==> src/rtl/bit_demux.sv <==
// Serial 1:2 demultiplexer/deserialiser: MSB-first bits are packed into W-bit words and
// steered to one of two valid/ready holding registers. Define DEMUX_AUTOSEL_EN to alternate channels.
module bit_demux #(
    parameter int unsigned W = 8
) (
    input  logic         clk,
    input  logic         rst_n,
    input  logic         in_bit,
    input  logic         in_valid,
    output logic         in_ready,
    input  logic         in_sel,
    input  logic         in_abort,
    output logic [W-1:0] out0_data,
    output logic         out0_valid,
    input  logic         out0_ready,
    output logic [W-1:0] out1_data,
    output logic         out1_valid,
    input  logic         out1_ready
);

    localparam int unsigned CW = (W > 1) ? $clog2(W) : 1;
    localparam logic [CW-1:0] LAST = CW'(W - 1);

    logic [CW-1:0] cnt_q, cnt_d;
    logic [W-2:0]  sh_q, sh_d;
    logic          lock_ch_q, lock_ch_d;
    logic [W-1:0]  data0_q, data0_d, data1_q, data1_d;
    logic          valid0_q, valid0_d, valid1_q, valid1_d;
    logic          auto_ch_q, auto_ch_d;
    logic          first_ch_c;
    logic          last_c;
    logic          accept_c;

`ifdef DEMUX_AUTOSEL_EN
    logic unused_in_sel;
    assign unused_in_sel = in_sel;
    assign first_ch_c    = auto_ch_q;
`else
    logic unused_auto_ch;
    assign unused_auto_ch = auto_ch_q;
    assign first_ch_c     = in_sel;
`endif

    // Only the last bit can stall, and only on its own channel being full.
    assign last_c   = (cnt_q == LAST);
    assign in_ready = !(last_c && (lock_ch_q ? valid1_q : valid0_q));
    assign accept_c = in_valid && in_ready;

    assign out0_data  = data0_q;
    assign out0_valid = valid0_q;
    assign out1_data  = data1_q;
    assign out1_valid = valid1_q;

    always_comb begin
        cnt_d     = cnt_q;
        sh_d      = sh_q;
        lock_ch_d = lock_ch_q;
        data0_d   = data0_q;
        data1_d   = data1_q;
        valid0_d  = valid0_q;
        valid1_d  = valid1_q;
        auto_ch_d = auto_ch_q;

        if (valid0_q && out0_ready) valid0_d = 1'b0;
        if (valid1_q && out1_ready) valid1_d = 1'b0;

        if (in_abort) begin
            cnt_d = '0;
            sh_d  = '0;
        end else if (accept_c) begin
            if (cnt_q == '0) begin
                lock_ch_d = first_ch_c;
                sh_d      = (W-1)'(in_bit);
                cnt_d     = CW'(1);
            end else if (!last_c) begin
                sh_d  = (W-1)'({sh_q, in_bit});
                cnt_d = cnt_q + CW'(1);
            end else begin
                // in_ready guarantees the target holding register is empty here.
                if (lock_ch_q) begin
                    data1_d  = {sh_q, in_bit};
                    valid1_d = 1'b1;
                end else begin
                    data0_d  = {sh_q, in_bit};
                    valid0_d = 1'b1;
                end
                cnt_d     = '0;
                auto_ch_d = !auto_ch_q;
            end
        end
    end

    always_ff @(posedge clk or negedge rst_n) begin
        if (!rst_n) begin
            cnt_q     <= '0;
            sh_q      <= '0;
            lock_ch_q <= 1'b0;
            data0_q   <= '0;
            data1_q   <= '0;
            valid0_q  <= 1'b0;
            valid1_q  <= 1'b0;
            auto_ch_q <= 1'b0;
        end else begin
            cnt_q     <= cnt_d;
            sh_q      <= sh_d;
            lock_ch_q <= lock_ch_d;
            data0_q   <= data0_d;
            data1_q   <= data1_d;
            valid0_q  <= valid0_d;
            valid1_q  <= valid1_d;
            auto_ch_q <= auto_ch_d;
        end
    end

endmodule

==> config.mk <==
export PLATFORM = sky130hd
export DESIGN_NAME = bit_demux
export DESIGN_NICKNAME = d
export VERILOG_FILES = /design/src/rtl/bit_demux.sv
export SDC_FILE = /design/constraint.sdc
export NUM_CORES = 1
export LEC_CHECK = 0
export ABC_AREA = 1
export BUFFER_PORTS_ARGS = -buffer_cell sky130_fd_sc_hd__buf_2
export CAP_MARGIN = 0
export CELL_PAD_IN_SITES_DETAIL_PLACEMENT = 0
export CELL_PAD_IN_SITES_GLOBAL_PLACEMENT = 1
export CORE_AREA = 5 5 63 65
export CTS_CLUSTER_DIAMETER = 120
export DETAILED_ROUTE_END_ITERATION = 7
export DIE_AREA = 0 0 68 70
export PLACE_DENSITY_LB_ADDON = 0.1
export SYNTH_ARGS = -nofsm -noshare
export SYNTH_HDL_FRONTEND = slang
export SYNTH_SLANG_ARGS = --single-unit
==> constraint.sdc <==
create_clock -name clk -period 5.4 [get_ports clk]
set_clock_uncertainty 0.15 [all_clocks]
set_input_delay 0.27 -clock clk [delete_from_list [all_inputs] [get_ports clk]]
set_output_delay 0.27 -clock clk [all_outputs]
set_load 0.01 [all_outputs]
==> summary.txt, run 1 <==
Run status
  • Status: complete, no violations

Synthesis
  • Post-synth cell types: 20
  • Synthesized cell area: about 1400 um2
  • #FFs+latches synth: 29
  • Post-Syn Instances: around 150
  • Sequential fraction of the synthesis area: around 53%
  • Synth Net Count: between 150 and 200
  • Mean Syn Cell Area: between 9 and 10 um2
  • Yosys warnings: 0

CTS
  • Post-CTS setup buffer count: 0
  • CTS buffer count: 5
  • Clock Tree Buf Depth: 2
  • CTS tree: built
  • Worst-Skew Late Latency: around 0.31 ns
  • Htree depth: 2
  • Reg clk slew, reported paths: approximately 0.080 ns
  • CTS root buf: clkbuf_4
  • CTS sink cnt: 29

STA
  • Post-layout min period: roughly 2.1 ns
  • Final worst setup slack: 3.29 ns
  • Worst Max-Slew Pin Slew: around 0.64 ns
  • Sum of negative setup slack: 0 ns
  • Max Freq: 0.475 GHz
  • Period utilisation layout: 39.0%
  • Final hold vios: 0
  • Max-slew headroom: around 57%
  • RSZ-0062 raised after global routing: false
  • Slew Viols, Final: 0
  • Endpoints failing setup: 0

Worst setup path
  • Worst Setup Path Type: reg2reg
  • CP Data Arrival Time: between 2 and 2.5 ns
  • Delay-heaviest family, CP: simple AND/OR/NAND/NOR gates
  • Critical Path RT: between 5 and 6 ns
  • Crit path buffers/inverters: 0
  • Crit-path max cell delay: 0.40 ns
  • Capture point of the worst reg-to-reg path: sh_q[2]
  • Crit-path cells: ha_1 > ha_1 > nand3_2 > nand3_4 > nand2_2 > nand2_4 > nand2_1 > nand2_1
  • R2r worst-path depth: 8
  • Worst-path fanout max: 23
  • Slowest CP cell: dfrtp_1
  • Element type at the critical path start: flop
  • CP endpoint kind: flop
  • FF-to-FF setup slack: 3.29 ns
  • Reg2reg start: cnt_q[0]

Cells and area
  • Ant. Diodes: 0
  • Multi-input gate area: 597 um2
  • Register Area: 726 um2
  • Share of cells above drive strength 1: around 24%
  • Layout Cells excl Fill: roughly 230
  • Area delta synth->final: 17.8%
  • Filler cells: between 300 and 400
  • Nets@finish: ~200

Route
  • Pre-antenna DRT Iters: 4
  • Via density: around 4.8
  • # DRC: 0
  • DRT iter0 DRCs: 53
  • Drt wl/cell: about 13 um
  • DRT antenna net count: 0
  • Final WL: approximately 3 mm
  • Detailed-route via count: 1116

Placed design
  • Port bufs: 26
  • Post-Place Setup Slack: 3.31 ns
  • Hpwl dp: between 2 and 2.5 mm
  • Post-placement cell count: between 200 and 250
  • RD Place Congestion: 0.797

Floorplan
  • Initial Utilization: between 40% and 50%
  • Core ar.: around 3300 um2
  • Die X: roughly 68 um
  • Row count: 21
  • DIE HEIGHT: ~70 um
  • Area of the die: about 4800 um2
  • # IOs: 27

GRT
  • Gr ovfl total: 0
  • First-pass GRT wire length: around 5 mm
  • Met1 Resource Use GR: 19.4%
  • Met2 usage: about 20%
  • Grt peak-use layer: met2
  • Gr usage total: between 10% and 20%
  • Vias in the first global route: between 1000 and 1500
  • GR Util met3: around 4.8%
  • Initial antenna violation count: 0
  • Largest net degree at the start of global routing: 30

Min path
  • Worst Hold Class: in2reg
  • Hold Path End: lock_ch_q
  • Worst Min Path Start: in_sel
  • Hold Crit Depth: 3

Power and ir drop
  • Power Total: just under 400 uW
  • Worst vdd ir: 0.124 mV
  • P_leak: around 0.00093 uW
  • P per Cell Area: 237 nW/um2

Run
  • # Max-Cap Violations: 0
[report_power, final]
part	internal (uW)	total, uW	switching, uW
logic	8.54	28.5	20.0
clock network	61.4	132	70.2
registers	220	225	4.53
total	290	385	94.7
[worst max path at each step]
stage,start,endpoint,slack [ns],cells after the start
finish,cnt_q[0],sh_q[2],3.29,8
global route,cnt_q[0],sh_q[4],3.13,8
global placement,cnt_q[0],sh_q[2],3.35,8
floorplan,cnt_q[0],out0_data[0],3.62,8
CTS,cnt_q[0],sh_q[2],3.30,8
detailed placement,cnt_q[0],sh_q[2],3.31,8
[cells in the mapped netlist, drive strengths merged]
master  number  area [um2]
nand2       65         262
inv          8        30.0
nand4        4        37.5
o21ai       19        95.1
ha           3        37.5
dfrtp       29         726
clkbuf       1        5.00
buf          2        22.5
o22ai        2        12.5
nand3        6        52.6
nor2         6        47.6
nand3b       7        52.6
[area by class of cell]
class / instances / area share (%)
Sequential cell: 29 / 44.6
Tap cell: 46 / 3.54
Inverter: 8 / 1.85
Timing Repair Buffer: 29 / 9.85
Clock buffer: 7 / 3.39
Multi-Input combinational cell: 112 / 36.7
[per-layer routing]
| metal | up-vias | part of all wire (%) |
|---|---|---|
| met5 | - | 0 |
| met4 | 0 | 0.74 |
| met3 | 4 | 5.6 |
| met2 | 25 | 45 |
| met1 | 523 | 49 |
| li1 | 564 | - |
[flip-flops by register name, indices dropped and copies added, names as in the netlist]
signal      count
out1_valid      1
out0_valid      1
out0_data       8
out1_data       8
sh_q            7
cnt_q           3
lock_ch_q       1
[what timing repair did]
| item | in CTS | in global routing |
|---|---|---|
| endpoints found under the hold margin | 31 | 0 |
| gates resized for setup | 0 | 0 |
| hold buffers | 3 | 0 |
[worst reg2reg max path, delay by kind of cell, from the launching register on]
kind                       cells  cell delay (ns)
adders and majority gates      2             0.53
and+or+nand+nor                6             0.92
DFF                            1             0.40
[layout by cell type (no fill, tap or decap)]
master and instances:
buf_2 26, clkbuf_1 1, clkbuf_4 5, clkbuf_8 1, dfrtp_1 29, dlygate4sd3_1 3
ha_1 3, inv_1 7, inv_2 1, nand2_1 62, nand2_2 1, nand2_4 2
nand3_1 3, nand3_2 2, nand3_4 1, nand3b_1 7, nand4_1 2, nand4_2 2
nor2_1 2, nor2_2 1, nor2_4 3, o21ai_0 19, o22ai_1 2
[stage by stage]
stage / area (um2) / utilization, % / hold slack, ns
floorplan: 1380 / - / -0.176
global placement: 1540 / 46.9 / 0.181
detailed placement: 1540 / 46.9 / 0.184
CTS: 1630 / 49.5 / 0.0250
global route: 1630 / 49.5 / 0.0497
finish: 1630 / 49.5 / 0.0335
[cell families (layout without fill, tap and decap cells)]
group,count (synthesis),after routing,share of synthesized area (%)
adder cells (fa/ha/maj),3,3,2.72
AO/OA/AOI/OAI,21,21,7.80
flip-flops,29,29,52.6
buffers and inverters,11,44,4.17
AND/OR/NAND/NOR,88,88,32.7
(Power assumes the default switching activity.)
==> inputs of run 2 (changes only) <==
Settings changed: CORE_AREA 5 5 63 65 to 5 5 68 70, DIE_AREA 0 0 68 70 to 0 0 73 75.
Clock period 5.4 ns to 1.8 ns, I/O delays scaled along.
==> summary.txt, run 2 (synthesis gave the netlist of run 1 again) <==
GRT
  • Gr ovfl total: 0 (unchanged)
  • Vias in the first global route: 1208 (+12%)
  • Largest net degree at the start of global routing: 30 (unchanged)
  • Gr usage total: 14.0% (-0.063 points)
  • Initial antenna violation count: 0 (unchanged)
  • First-pass GRT wire length: 5.87 mm (+16%)

STA
  • Period utilisation layout: 95.7% (+57 points)
  • Final hold vios: 0 (unchanged)
  • Endpoints failing setup: 0 (unchanged)
  • Sum of negative setup slack: 0 ns (unchanged)
  • RSZ-0062 raised after global routing: true
  • Worst Max-Slew Pin Slew: 0.650 ns (+0.00895 ns)
  • Post-layout min period: 1.72 ns (-0.383 ns)
  • Hold_ws: 0.00831 ns (-0.0252 ns)
  • Max Freq: 0.580 GHz (+22%)
  • Slew Viols, Final: 0 (unchanged)
  • Max-slew headroom: 56.6% (-0.60 points)

Floorplan
  • # IOs: 27 (unchanged)
  • Core ar.: 3910 um2 (+19%)
  • DIE HEIGHT: 75 um (+7.1%)
  • Row count: 23 (+9.5%)
  • Die X: 73 um (+7.4%)
  • Initial Utilization: 35.3% (-6.8 points)
  • Area of the die: 5480 um2 (+15%)

CTS
  • CTS root buf: clkbuf_8
  • CTS tree: built
  • Worst-Skew Late Latency: 0.27 ns (-0.04 ns)
  • CTS buffer count: 5 (unchanged)
  • Htree depth: 2 (unchanged)
  • CTS sink cnt: 29 (unchanged)
  • Clock Tree Buf Depth: 2 (unchanged)
  • Reg clk slew, reported paths: 0.06 ns (-0.02 ns)

Cells and area
  • Commonest non-fill, non-tap cell in the layout: nand2_1
  • Nets@finish: 205 (+4.6%)
  • Share of cells above drive strength 1: 28.7% (+4.4 points)
  • Most frequent cells in the layout: 61 x nand2_1, 29 x dfrtp_1, 26 x buf_2
  • Ant. Diodes: 0 (unchanged)
  • Post-route design area: 1800 um2 (+11%)
  • Area delta synth->final: 30.7%

Route
  • DRT antenna net count: 0 (unchanged)
  • Detailed-route via count: 1139 (+2.1%)
  • # DRC: 0 (unchanged)
  • Via density: 4.65 (-3.8%)
  • Final WL: 3.25 mm (+8.8%)
  • Drt wl/cell: 13.3 um (+2.6%)
  • DRT iter0 DRCs: 54 (+1.9%)
  • Pre-antenna DRT Iters: 4 (unchanged)

Worst setup path
  • Capture point of the worst path: out0_data[1]
  • Element type at the critical path start: flop
  • Worst-path fanout max: 20 (-13%)
  • Reg2reg start: cnt_q[0]
  • Most used cell, CP: nand2_1
  • FF-to-FF setup slack: 0.08 ns (-3.22 ns)
  • Capture point of the worst reg-to-reg path: out0_data[1]
  • Worst Setup Path Type: reg2reg
  • R2r worst-path depth: 8 (unchanged)
  • Crit-path cells: ha_2 > ha_4 > nand3_2 > nand3_4 > buf_12 > nor2_4 > nand2_1 > nand2_1
  • Crit path buffers/inverters: 1 (+1)
  • CP startpoint: cnt_q[0]
  • Critical path depth: 8 (unchanged)
  • CP endpoint kind: flop
  • Delay-heaviest family, CP: simple AND/OR/NAND/NOR gates
  • Slowest CP cell: dfrtp_1
  • CP Data Arrival Time: 1.79 ns (-0.38 ns)
  • Critical Path RT: 1.87 ns (-3.59 ns)
  • Crit-path max cell delay: 0.40 ns (about the same)

Power and ir drop
  • Combinational power share: 8.0% (+0.6 points)
  • P_leak: 0.000980 uW (+5.9%)
  • P per Cell Area: 762 nW/um2 (+220%)
  • NetSw: 327 uW (+250%)
  • Part of the power in registers: 49.2% (-9.2 points)
  • Power Total: 1370 uW (+260%)
  • Worst vdd ir: 0.380 mV (+210%)
  • Int Power: 1050 uW (+260%)
  • Sw Share: 23.8% (-0.79 points)
  • Clk pwr share: 42.8% (+8.6 points)

Placed design
  • Hpwl dp: 2.39 mm (+9.0%)
  • Area after DPL: 1600 um2 (+3.6%)
  • Port bufs: 26 (unchanged)
  • RD Place Congestion: 0.749 (-6.0%)

Min path
  • Hold Crit Depth: 4 (+1)
  • Worst Hold Class: in2reg

Run
  • # Max-Cap Violations: 0 (unchanged)

Run status
  • Status: complete, no violations
run 2: cell type report:
class	instances	area (um2)
Fill cell	413	2110
Sequential cell	29	726
Multi-Input combinational cell	112	637
Timing Repair Buffer	38	248
Clock buffer	7	96.3
Tap cell	50	62.6
Inverter	8	30.0
Clock inverter	1	5.00
run 2: power by group through the flow:
stage	sequential [uW]	clock [uW]	combinational (uW)
global placement	686	0	92.9
global route	678	632	125
finish	676	588	110
detailed placement	687	0	94.3
floorplan	683	0	52.3
CTS	674	612	108
run 2: worst min path at each step:
stage | start | to | slack [ns]
2_1_floorplan | rst_n | cnt_q[0] | -0.36
3_3_place_gp | rst_n | out1_valid | 0.006
3_5_place_dp | rst_n | out0_data[0] | 0.008
4_1_cts | in_valid | cnt_q[2] | 0.004
5_1_grt | in_valid | cnt_q[2] | 0.04
6_report | in_valid | lock_ch_q | 0.008
run 2: worst min-delay path: cells and delay by family:
kind | cells | cell delay [ns]
buf+inv | 1 | 0.13
simple gates | 3 | 0.19
run 2: timing repair:
| action | 4_1_cts | 5_1_grt |
|---|---|---|
| endpoints found under the setup margin | 14 | 24 |
| pin swaps | 1 | 2 |
| buffers inserted | 0 | 1 |
| hold endpoints to repair | 35 | 0 |
| resized for setup | 2 | 5 |
| hold buffers | 6 | 0 |
run 2: metrics by stage:
stage / cells / util, % / setup slack (ns)
3_5_place_dp: 230 / 40.8 / -0.113
4_1_cts: 244 / 45.2 / 0.0445
3_3_place_gp: 230 / 40.8 / -0.0684
6_report: 245 / 46.1 / 0.0771
5_1_grt: 245 / 46.1 / -0.0394
2_1_floorplan: 152 / - / 0.0194
run 2: routing by layer:
metal	wire, um	track usage [%]	vias to the layer above
met3	167	2.94	7
met1	1570	18.5	525
li1	-	-	580
met2	1460	22.0	27
met4	61	6.15	0
met5	0	0	-
